===== src/rtl/fir_pkg.sv =====
// Shared types and constants for the symmetric FIR sample sequencer.
// Contents: FSM state enum, accumulator/index width helpers, default half-set coefficients.
// Default coefficients {1,2,3,4} describe an 8-tap symmetric filter (c[i] == c[TAPS-1-i]).
package fir_pkg;

  typedef enum logic [1:0] {
    IDLE = 2'd0,
    MAC  = 2'd1,
    DONE = 2'd2
  } fir_state_e;

  localparam int FIR_DEFAULT_N = 4;
  localparam int FIR_DEFAULT_COEFS [FIR_DEFAULT_N] = '{1, 2, 3, 4};

  // Full-precision accumulator width: product of a pre-added sample pair
  // (DATA_W+1) by a coefficient, summed over N = TAPS/2 pairs.
  function automatic int fir_acc_w(input int data_w, input int coef_w, input int taps);
    return data_w + coef_w + 1 + $clog2(taps / 2);
  endfunction

  // Pair-index width; never below one bit so a 2-tap build still has a counter.
  function automatic int fir_idx_w(input int n);
    return (n > 1) ? $clog2(n) : 1;
  endfunction

  // Default half-set coefficient i; pairs beyond the table default to zero.
  function automatic int fir_default_coef(input int i);
    if (i >= 0 && i < FIR_DEFAULT_N) begin
      return FIR_DEFAULT_COEFS[i];
    end
    return 0;
  endfunction

endpackage


===== src/rtl/symmetric_mac_unit.sv =====
// Pre-add / multiply / accumulate element for one coefficient pair per cycle.
// Latency: acc_next is combinational from the current inputs; the accumulator register updates on en.
// Backpressure: none; the caller sequences clear/en.
// Ports: clk, rst (sync, active high), clear (zero acc), en (accumulate this cycle),
//        x_a/x_b (mirrored delay-line taps), coef (pair coefficient), acc_next (acc + this product).
module symmetric_mac_unit #(
  parameter int DATA_W = 16,
  parameter int COEF_W = 16,
  parameter int ACC_W  = 35
) (
  input  logic                     clk,
  input  logic                     rst,
  input  logic                     clear,
  input  logic                     en,
  input  logic signed [DATA_W-1:0] x_a,
  input  logic signed [DATA_W-1:0] x_b,
  input  logic signed [COEF_W-1:0] coef,
  output logic signed [ACC_W-1:0]  acc_next
);

  localparam int PROD_W = DATA_W + COEF_W + 1;

  logic signed [DATA_W:0]   pre_sum;
  logic signed [PROD_W-1:0] prod;
  logic signed [ACC_W-1:0]  acc_q;

  // Size casts on signed operands sign-extend, so every stage is full precision.
  assign pre_sum  = (DATA_W+1)'(x_a) + (DATA_W+1)'(x_b);
  assign prod     = PROD_W'(pre_sum) * PROD_W'(coef);
  assign acc_next = acc_q + ACC_W'(prod);

  always_ff @(posedge clk) begin
    if (rst || clear) begin
      acc_q <= '0;
    end else if (en) begin
      acc_q <= acc_next;
    end
  end

endmodule


===== src/rtl/fir_sample_sequencer.sv =====
// Symmetric even-length FIR: one filtered output per accepted sample strobe.
// Latency: out_valid pulses N+1 cycles after the strobe (N = TAPS/2 MAC cycles + DONE).
// Backpressure: none; strobes arriving while busy are dropped and flagged on sticky overrun.
// Ports: clk, rst (sync, active high), sample_strobe/sample_in (new sample),
//        out_valid/out_data (result pulse, data held between results), busy, overrun.
// Optional macro FIR_COEF_WR_EN adds coef_we/coef_addr/coef_wdata for runtime coefficient writes
// (accepted in IDLE only; rst restores the package defaults).
module fir_sample_sequencer
  import fir_pkg::*;
#(
  parameter int DATA_W = 16,
  parameter int COEF_W = 16,
  parameter int TAPS   = 8      // must be even and >= 2
) (
  input  logic                                            clk,
  input  logic                                            rst,
  input  logic                                            sample_strobe,
  input  logic signed [DATA_W-1:0]                        sample_in,
  output logic                                            out_valid,
  output logic signed [fir_acc_w(DATA_W,COEF_W,TAPS)-1:0] out_data,
  output logic                                            busy,
  output logic                                            overrun
`ifdef FIR_COEF_WR_EN
  ,
  input  logic                                            coef_we,
  input  logic [fir_idx_w(TAPS/2)-1:0]                    coef_addr,
  input  logic signed [COEF_W-1:0]                        coef_wdata
`endif
);

  localparam int N     = TAPS / 2;
  localparam int ACC_W = fir_acc_w(DATA_W, COEF_W, TAPS);
  localparam int IDX_W = fir_idx_w(N);
  localparam int XI_W  = $clog2(TAPS);

  fir_state_e               state;
  logic [IDX_W-1:0]         idx;
  logic signed [DATA_W-1:0] x_q  [TAPS];
  logic signed [COEF_W-1:0] coef [N];

  logic [XI_W-1:0]          idx_lo;
  logic [XI_W-1:0]          idx_hi;
  logic                     last_pair;
  logic                     accept;
  logic                     mac_en;
  logic signed [ACC_W-1:0]  acc_next;

  // Pair idx combines tap idx with its mirror TAPS-1-idx.
  assign idx_lo    = XI_W'(idx);
  assign idx_hi    = XI_W'(TAPS - 1) - idx_lo;
  assign last_pair = (idx == IDX_W'(N - 1));
  assign accept    = (state == IDLE) && sample_strobe;
  assign mac_en    = (state == MAC);

  symmetric_mac_unit #(
    .DATA_W (DATA_W),
    .COEF_W (COEF_W),
    .ACC_W  (ACC_W)
  ) u_mac (
    .clk      (clk),
    .rst      (rst),
    .clear    (accept),
    .en       (mac_en),
    .x_a      (x_q[idx_lo]),
    .x_b      (x_q[idx_hi]),
    .coef     (coef[idx]),
    .acc_next (acc_next)
  );

  // Coefficient store.
`ifdef FIR_COEF_WR_EN
  always_ff @(posedge clk) begin
    if (rst) begin
      for (int i = 0; i < N; i++) begin
        coef[i] <= COEF_W'(fir_default_coef(i));
      end
    end else if (coef_we && (state == IDLE) && (int'(coef_addr) < N)) begin
      coef[coef_addr] <= coef_wdata;
    end
  end
`else
  for (genvar g = 0; g < N; g++) begin : g_coef_const
    assign coef[g] = COEF_W'(fir_default_coef(g));
  end
`endif

  // Sequencer FSM, delay line and registered outputs.
  always_ff @(posedge clk) begin
    if (rst) begin
      state     <= IDLE;
      idx       <= '0;
      busy      <= 1'b0;
      out_valid <= 1'b0;
      out_data  <= '0;
      overrun   <= 1'b0;
      for (int k = 0; k < TAPS; k++) begin
        x_q[k] <= '0;
      end
    end else begin
      out_valid <= 1'b0;

      // Any strobe outside IDLE is lost; remember that it happened.
      if (sample_strobe && (state != IDLE)) begin
        overrun <= 1'b1;
      end

      case (state)
        IDLE: begin
          if (sample_strobe) begin
            x_q[0] <= sample_in;
            for (int k = 1; k < TAPS; k++) begin
              x_q[k] <= x_q[k-1];
            end
            idx   <= '0;
            busy  <= 1'b1;
            state <= MAC;
          end
        end

        MAC: begin
          idx <= idx + IDX_W'(1);
          if (last_pair) begin
            // acc_next already includes the final pair's product.
            out_data  <= acc_next;
            out_valid <= 1'b1;
            state     <= DONE;
          end
        end

        DONE: begin
          busy  <= 1'b0;
          state <= IDLE;
        end

        default: begin
          busy  <= 1'b0;
          state <= IDLE;
        end
      endcase
    end
  end

endmodule


===== config.mk =====
export PLATFORM = sky130hd
export DESIGN_NAME = fir_sample_sequencer
export DESIGN_NICKNAME = d
export VERILOG_FILES = /design/src/rtl/fir_pkg.sv /design/src/rtl/symmetric_mac_unit.sv /design/src/rtl/fir_sample_sequencer.sv
export SDC_FILE = /design/constraint.sdc
export NUM_CORES = 1
export LEC_CHECK = 0
export BUFFER_PORTS_ARGS = -buffer_cell sky130_fd_sc_hd__clkbuf_2
export CAP_MARGIN = 20
export CORE_MARGIN = 5
export CORE_UTILIZATION = 48
export DETAILED_ROUTE_END_ITERATION = 16
export GPL_TIMING_DRIVEN = 0
export MAX_ROUTING_LAYER = met4
export SLEW_MARGIN = 20
export SYNTH_ARGS = -nofsm -noshare
export SYNTH_HDL_FRONTEND = slang
export SYNTH_SLANG_ARGS = --single-unit

===== constraint.sdc =====
create_clock -name clk -period 8.8 [get_ports clk]
set_clock_uncertainty 0.15 [all_clocks]
set_input_delay 0.88 -clock clk [delete_from_list [all_inputs] [get_ports clk]]
set_output_delay 0.88 -clock clk [all_outputs]
set_load 0.05 [all_outputs]

==> results of run 1 <==
sequential cells by signal (all words and copies together), names as in the netlist, named ones only:
name / flops
x_q: 128
out_data: 35
u_mac.acc_q: 35
idx: 2
state: 2
busy: 1
out_valid: 1
overrun: 1
metrics by stage:
step | cell area, µm² | setup WS (ns)
after global placement | 15000 | 0.156
after CTS | 15900 | 0.0604
after floorplan | 14300 | 1.18
after global routing | 16000 | -0.0328
final | 16000 | 0.507
after detailed placement | 15100 | 0.103
cell families (layout without fill, tap and decap cells):
group	count (synthesis)	count (layout)
xor+xnor	47	47
flops	207	207
other cells	0	1
simple gates	392	392
buf+inv	301	408
compound gates	210	210
fa+ha+maj	202	202
mux	35	35
critical path: cells and delay by family (launching register included):
kind	cells	cell delay, ns
flops	1	0.61
simple gates	7	1.50
buf+inv	6	0.74
mux	1	0.61
xor+xnor	1	0.32
fa+ha+maj	7	2.37
compound gates	8	1.87
path summary, 6_finish.rpt:
path / cells after the start / end / slack (ns)
worst max register to register: 30 / u_mac.acc_q[29] / 0.51
worst max-delay path: 30 / u_mac.acc_q[29] / 0.51
worst min-delay path: 2 / out_data[17] / 0.30
worst min register to register: 2 / out_data[17] / 0.30
cell usage in the layout (no fill, tap or decap), types with 4 or more instances in the layout:
| cell type | instances |
|---|---|
| inv_1 | 251 |
| ha_1 | 137 |
| edfxtp_1 | 128 |
| and2_1 | 120 |
| nand2_1 | 114 |
| dfxtp_1 | 79 |
| a21oi_1 | 77 |
| fa_1 | 65 |
| clkbuf_2 | 58 |
| nor2_1 | 54 |
| nor2b_1 | 40 |
| clkbuf_1 | 34 |
| mux4_2 | 32 |
| xnor2_1 | 31 |
| o21ai_0 | 27 |
| clkbuf_16 | 25 |
| a21o_1 | 16 |
| xor2_1 | 16 |
| a22o_1 | 14 |
| nand2b_1 | 11 |
| and3_1 | 10 |
| or2_2 | 10 |
| o21a_1 | 9 |
| a211oi_1 | 8 |
| nand3_1 | 8 |
| o31ai_1 | 6 |
| nor3_1 | 6 |
| o21bai_1 | 6 |
| clkbuf_8 | 6 |
| o22ai_1 | 6 |
| buf_1 | 5 |
| clkinv_2 | 5 |
| a31oi_1 | 4 |
| o211ai_1 | 4 |
| buf_12 | 4 |
| buf_16 | 4 |
cell type report:
| cell class | instances | area (µm²) | share of cell area, % |
|---|---|---|---|
| plain buffers | 47 | 253 | 1.58 |
| inverters | 253 | 957 | 5.98 |
| clock buffers | 29 | 641 | 4.00 |
| clock inverters | 12 | 114 | 0.711 |
| diodes | 1 | 2.50 | 0.0156 |
| multi-input cells | 886 | 7630 | 47.7 |
| flip-flops and latches | 207 | 5430 | 33.9 |
| repair buffers | 67 | 493 | 3.08 |
| well taps | 390 | 488 | 3.05 |
metal layers:
| metal | vias to the layer above | track usage [%] | part of all wire [%] |
|---|---|---|---|
| li1 | 4827 | - | - |
| met1 | 4598 | 27.6 | 49 |
| met2 | 164 | 30.1 | 45 |
| met3 | 38 | 2.65 | 4.4 |
| met4 | 0 | 3.18 | 1.6 |
| met5 | - | - | 0 |
power by group through the flow:
stage                     Sequential [mW]  Clock, mW  Combinational, mW
after floorplan                      1.17          0               1.19
after global placement               1.18          0               1.56
after detailed placement             1.18          0               1.58
after CTS                            1.16      0.983               1.60
after global routing                 1.17       1.03               1.84
final                                1.16      0.961               1.61
what timing repair did:
item | in CTS | in global routing
buffers inserted | 0 | 5
hold endpoints to repair | 0 | 0
hold buffers | 0 | 0
setup endpoints to repair | 0 | 30
resized for setup | 0 | 8
==> results.py, run 1 <==
metrics = {
    "worst_setup_path": {
        "crit_required_ns": 9.06,
        "cp.arrival_ns": 8.55,
        "startpoint_type": "flip-flop",
        "critPathKind": "flip-flop to flip-flop",
        "cp_max_fo": 7,
        "critPathMaxStageDelay_ns": 0.61,
        "cp-end-kind": "flip-flop",
        "cp_slowest_cell": "dfxtp_1",
    },
    "die": {
        "die_area_um2": 33200,
        "ios": 57,
        "die_h_um": 182,
        "core.rowCount": 63,
        "fp.coreArea_um2": 29500,
        "die_w_um": 182,
        "start_util_pct": 48.4,
    },
    "pwr": {
        "clockPowerShare_pct": 25.8,
        "sequentialPowerShare_pct": 31.1,
        "p_switching_mw": 1.44,
        "powerDensity_nw_per_um2": 233,
        "vdd.ir_drop.worst_v": 0.000149,
        "swShare_pct": 38.5,
        "p_total_mw": 3.73,
        "p_leak_nw": 7.37,
        "pwr-share-comb_pct": 43.2,
        "intPower_mw": 2.29,
    },
    "logic_synthesis": {
        "ys_types": 73,
        "seq_area_frac_synth_pct": 38.1,
        "synth-simple-area-share_pct": 14.4,
        "synth_top_family_by_area": "adder cells",
        "synthAdderAreaFrac_pct": 21.2,
        "synth_warnings": 0,
        "yosysMostFrequentCell": "inv_1",
        "syn_area_per_cell_um2": 10.2,
        "yosys-top-cells-count": "inv_1, ha_1, edfxtp_1",
        "yosysTopAreaCell": "edfxtp_1",
        "synth-xor-area-share_pct": 2.89,
        "synthFlopType": "edfxtp_1",
        "synth-edff-count": 128,
        "synthesis.nets": 1615,
        "synth_mux_area_share_pct": 5.28,
        "synth-seq-cells": 207,
        "synth_compound_area_share_pct": 9.86,
        "ys_top_cells_by_area": "edfxtp_1, ha_1, dfxtp_1, fa_1, inv_1",
        "synth_top_area_share_pct": 27.0,
        "async_flop_share_pct": 0,
        "syn_area_um2": 14300,
        "netlist_instances": 1394,
    },
    "sta": {
        "hold_viol": 0,
        "maxSlewViolCount": 0,
        "setup_viol": 0,
        "period_share_pct": 94.2,
        "fmax_mhz": 121,
        "setup_tns_ns": 0,
        "worst_pin_slew_ns": 0.874,
        "slew_headroom_pct": 41.5,
        "whs_ns": 0.304,
        "post-route-min-period_ns": 8.29,
    },
    "worst_hold_path": {
        "min_from": "out_data[17]",
        "worstHoldPathType": "flip-flop to flip-flop",
    },
    "clock_tree": {
        "cts.reportedPaths.clkPinSlew_ns": 0.06,
        "htree_num_levels": 1,
        "cts_tree": "built",
        "cts_root_buffer": "clkbuf_16",
        "clock_sinks": 207,
        "clock_latency_ns": 0.54,
        "numCtsBuffers": 24,
        "cts_max_path_buffers": 3,
    },
    "detailed_routing": {
        "drc": 0,
        "drtIter0Drc": 523,
        "viasPerCell": 5.09,
        "drt-total-wl_mm": 30.9,
        "dr.pass1.iters": 4,
        "wl_per_cell_um": 16.3,
        "ant_nets": 0,
        "vias": 9627,
    },
    "run_status": {
        "outcome": "finished clean",
    },
    "finish": {
        "area_delta_synth_final_pct": 12.3,
        "nNetsFinal": 1707,
        "final_core_util_pct": 54.3,
        "n_fill_cell": 2651,
        "drive_gt1_share_pct": 11.9,
        "instances_no_fill": 1892,
    },
    "job": {
        "drv_cap": 0,
    },
    "global_routing": {
        "grt_max_degree": 33,
        "track_usage_pct": 19.3,
        "grt_pass1_vias": 9519,
        "overflow": 0,
        "antenna_found_initial": 1,
        "grt_pass1_wl_mm": 50.8,
    },
    "placed_design": {
        "dpl.cell_count": 1845,
        "portBuffers": 56,
        "gp_congestion": 0.873,
        "place_hpwl_mm": 24.4,
    },
}
No activity file was read; power rests on OpenSTA's default activity.
==> inputs of run 2 (changes only) <==
Settings changed: CELL_PAD_IN_SITES_DETAIL_PLACEMENT from default to 1, CELL_PAD_IN_SITES_GLOBAL_PLACEMENT from default to 2, CORE_UTILIZATION 48 to 42, PLACE_DENSITY_LB_ADDON from default to 0.1.
==> run 2 against run 1 <==
Compared with the run above: clock-buffer cell count is 1 higher; routed wire length rose by 16%; via count grew 1.9%; final area grew 1.0%; die area rose by 13%; largest power group unchanged; non-clock buffer count fell by 6; fmax grew 1.0%; hold slack better by 0.00074 ns; critical endpoint is now out_data[33]; core utilization shrank 6.1 points; register-to-register slack better by 0.08 ns.
==> results.py, run 2 (synthesis results as in run 1) <==
metrics = {
    "detailed_routing": {
        "ant_nets": 0,
        "viasPerCell": 5.03,
        "drc": 0,
        "dr.pass1.iters": 4,
        "vias": 9806,
        "drt-total-wl_mm": 35.8,
        "drtIter0Drc": 488,
        "wl_per_cell_um": 18.4,
    },
    "die": {
        "core.rowCount": 67,
        "fp.coreArea_um2": 33500,
        "start_util_pct": 42.5,
        "die_w_um": 194,
        "die_area_um2": 37700,
        "ios": 57,
        "die_h_um": 194,
    },
    "worst_setup_path": {
        "cp_max_fo": 15,
        "cp_slowest_cell": "fa_1",
        "crit_required_ns": 9.13,
        "critPathKind": "flip-flop to flip-flop",
        "critPathMaxStageDelay_ns": 0.58,
        "cp.arrival_ns": 8.54,
        "cp-end-kind": "flip-flop",
        "startpoint_type": "flip-flop",
        "path_common_cell": "ha_1",
    },
    "pwr": {
        "vdd.ir_drop.worst_v": 0.000232,
        "p_total_mw": 3.96,
        "powerDensity_nw_per_um2": 245,
        "p_leak_nw": 7.42,
    },
    "sta": {
        "rsz0062_at_grt": "false",
        "worst_pin_slew_ns": 1.04,
        "setup_viol": 0,
        "setup_slack_ns": 0.591,
        "period_share_pct": 93.3,
        "maxSlewViolCount": 0,
        "hold_viol": 0,
        "slew_headroom_pct": 30.2,
        "fmax_mhz": 122,
        "post-route-min-period_ns": 8.21,
    },
    "global_routing": {
        "grt_pass1_vias": 10400,
        "grt_pass1_wl_mm": 58.2,
        "overflow": 0,
        "grt_max_degree": 35,
        "track_usage_pct": 19.7,
        "antenna_found_initial": 0,
    },
    "finish": {
        "antennaDiodeCount": 0,
        "instances_no_fill": 1949,
        "area_delta_synth_final_pct": 13.4,
        "drive_gt1_share_pct": 12.2,
        "nNetsFinal": 1703,
        "regMostFlops": "x_q",
        "final_cell_mix": "inv_1, ha_1, edfxtp_1, and2_1, nand2_1",
        "final_common_cell": "inv_1",
        "final_core_util_pct": 48.2,
        "largest_reg_flops": 128,
        "top_regs": "x_q x128, out_data x35, u_mac.acc_q x35",
    },
    "placed_design": {
        "portBuffers": 56,
        "dpl.cell_count": 1903,
        "dpl_worst_slack_ns": 0.0647,
        "place_hpwl_mm": 28.0,
        "gp_congestion": 0.783,
    },
    "worst_hold_path": {
        "worstHoldPathType": "flip-flop to flip-flop",
    },
    "clock_tree": {
        "cts_setup_buffers": 0,
        "cts_max_path_buffers": 3,
        "cts.reportedPaths.clkPinSlew_ns": 0.06,
        "clock_sinks": 207,
        "cts_root_buffer": "clkbuf_16",
        "cts-hold-fix-buffers": 0,
        "cts_tree": "built",
        "numCtsBuffers": 26,
        "htree_num_levels": 1,
        "clock_latency_ns": 0.56,
        "post_cts_resize_count": 0,
    },
    "run_status": {
        "outcome": "finished clean",
    },
    "job": {
        "drv_cap": 0,
    },
}
run 2: cell types whose count changed in the layout (fill, tap and decap cells not counted), moves of 2 or more:
cell / change
bufinv_16: +5
clkbuf_2: +2
buf_4: -3
buf_12: -2
clkinv_4: -2
inv_4: +2
clkbuf_1: -3
run 2: worst paths after layout:
check,cells after the start,slack [ns],end,start
setup / recovery,31,0.59,out_data[33],idx[0]
hold / removal,2,0.30,out_data[17],out_data[17]
setup reg to reg,31,0.59,out_data[33],idx[0]
hold reg to reg,2,0.30,out_data[17],out_data[17]
run 2: metrics by stage:
| stage | area (µm²) | hold WS (ns) | TNS [ns] |
|---|---|---|---|
| after global placement | 15100 | 0.294 | -1.60 |
| after CTS | 16200 | 0.308 | 0 |
| after floorplan | 14300 | 0.275 | 0 |
| after global routing | 16200 | 0.321 | 0 |
| after detailed placement | 15200 | 0.300 | 0 |
| final | 16200 | 0.304 | 0 |
run 2: layer usage:
layer  vias up  GRT usage, %  routed length [µm]
met3        39          2.80                1420
met4         0          3.91                 760
met1      4830          26.6               16800
met5         -             -                   0
met2       124          32.0               16800
li1       4813             -                   -
run 2: cell type report:
cell class                 count  area, µm²
sequential                   207       5430
tap                          448        561
inverter                     253        955
multi-input combinational    886       7630
buffer                        47        253
clock inverter                17        262
clock buffer                  30        676
timing repair buffer          61        403
fill                        3765      17400
run 2: critical path: cells and delay by family (launching register included):
family | cells | cell delay (ns)
fa+ha+maj | 8 | 2.71
buf+inv | 6 | 0.73
mux | 2 | 0.94
simple gates | 7 | 1.47
compound gates | 8 | 1.78
flops | 1 | 0.33
run 2: power breakdown:
group	leakage (nW)	switching, mW	internal, mW
clock	0.452	0.439	0.727
sequential	2.02	0.0426	1.12
combinational	4.94	1.01	0.623
total	7.42	1.49	2.47
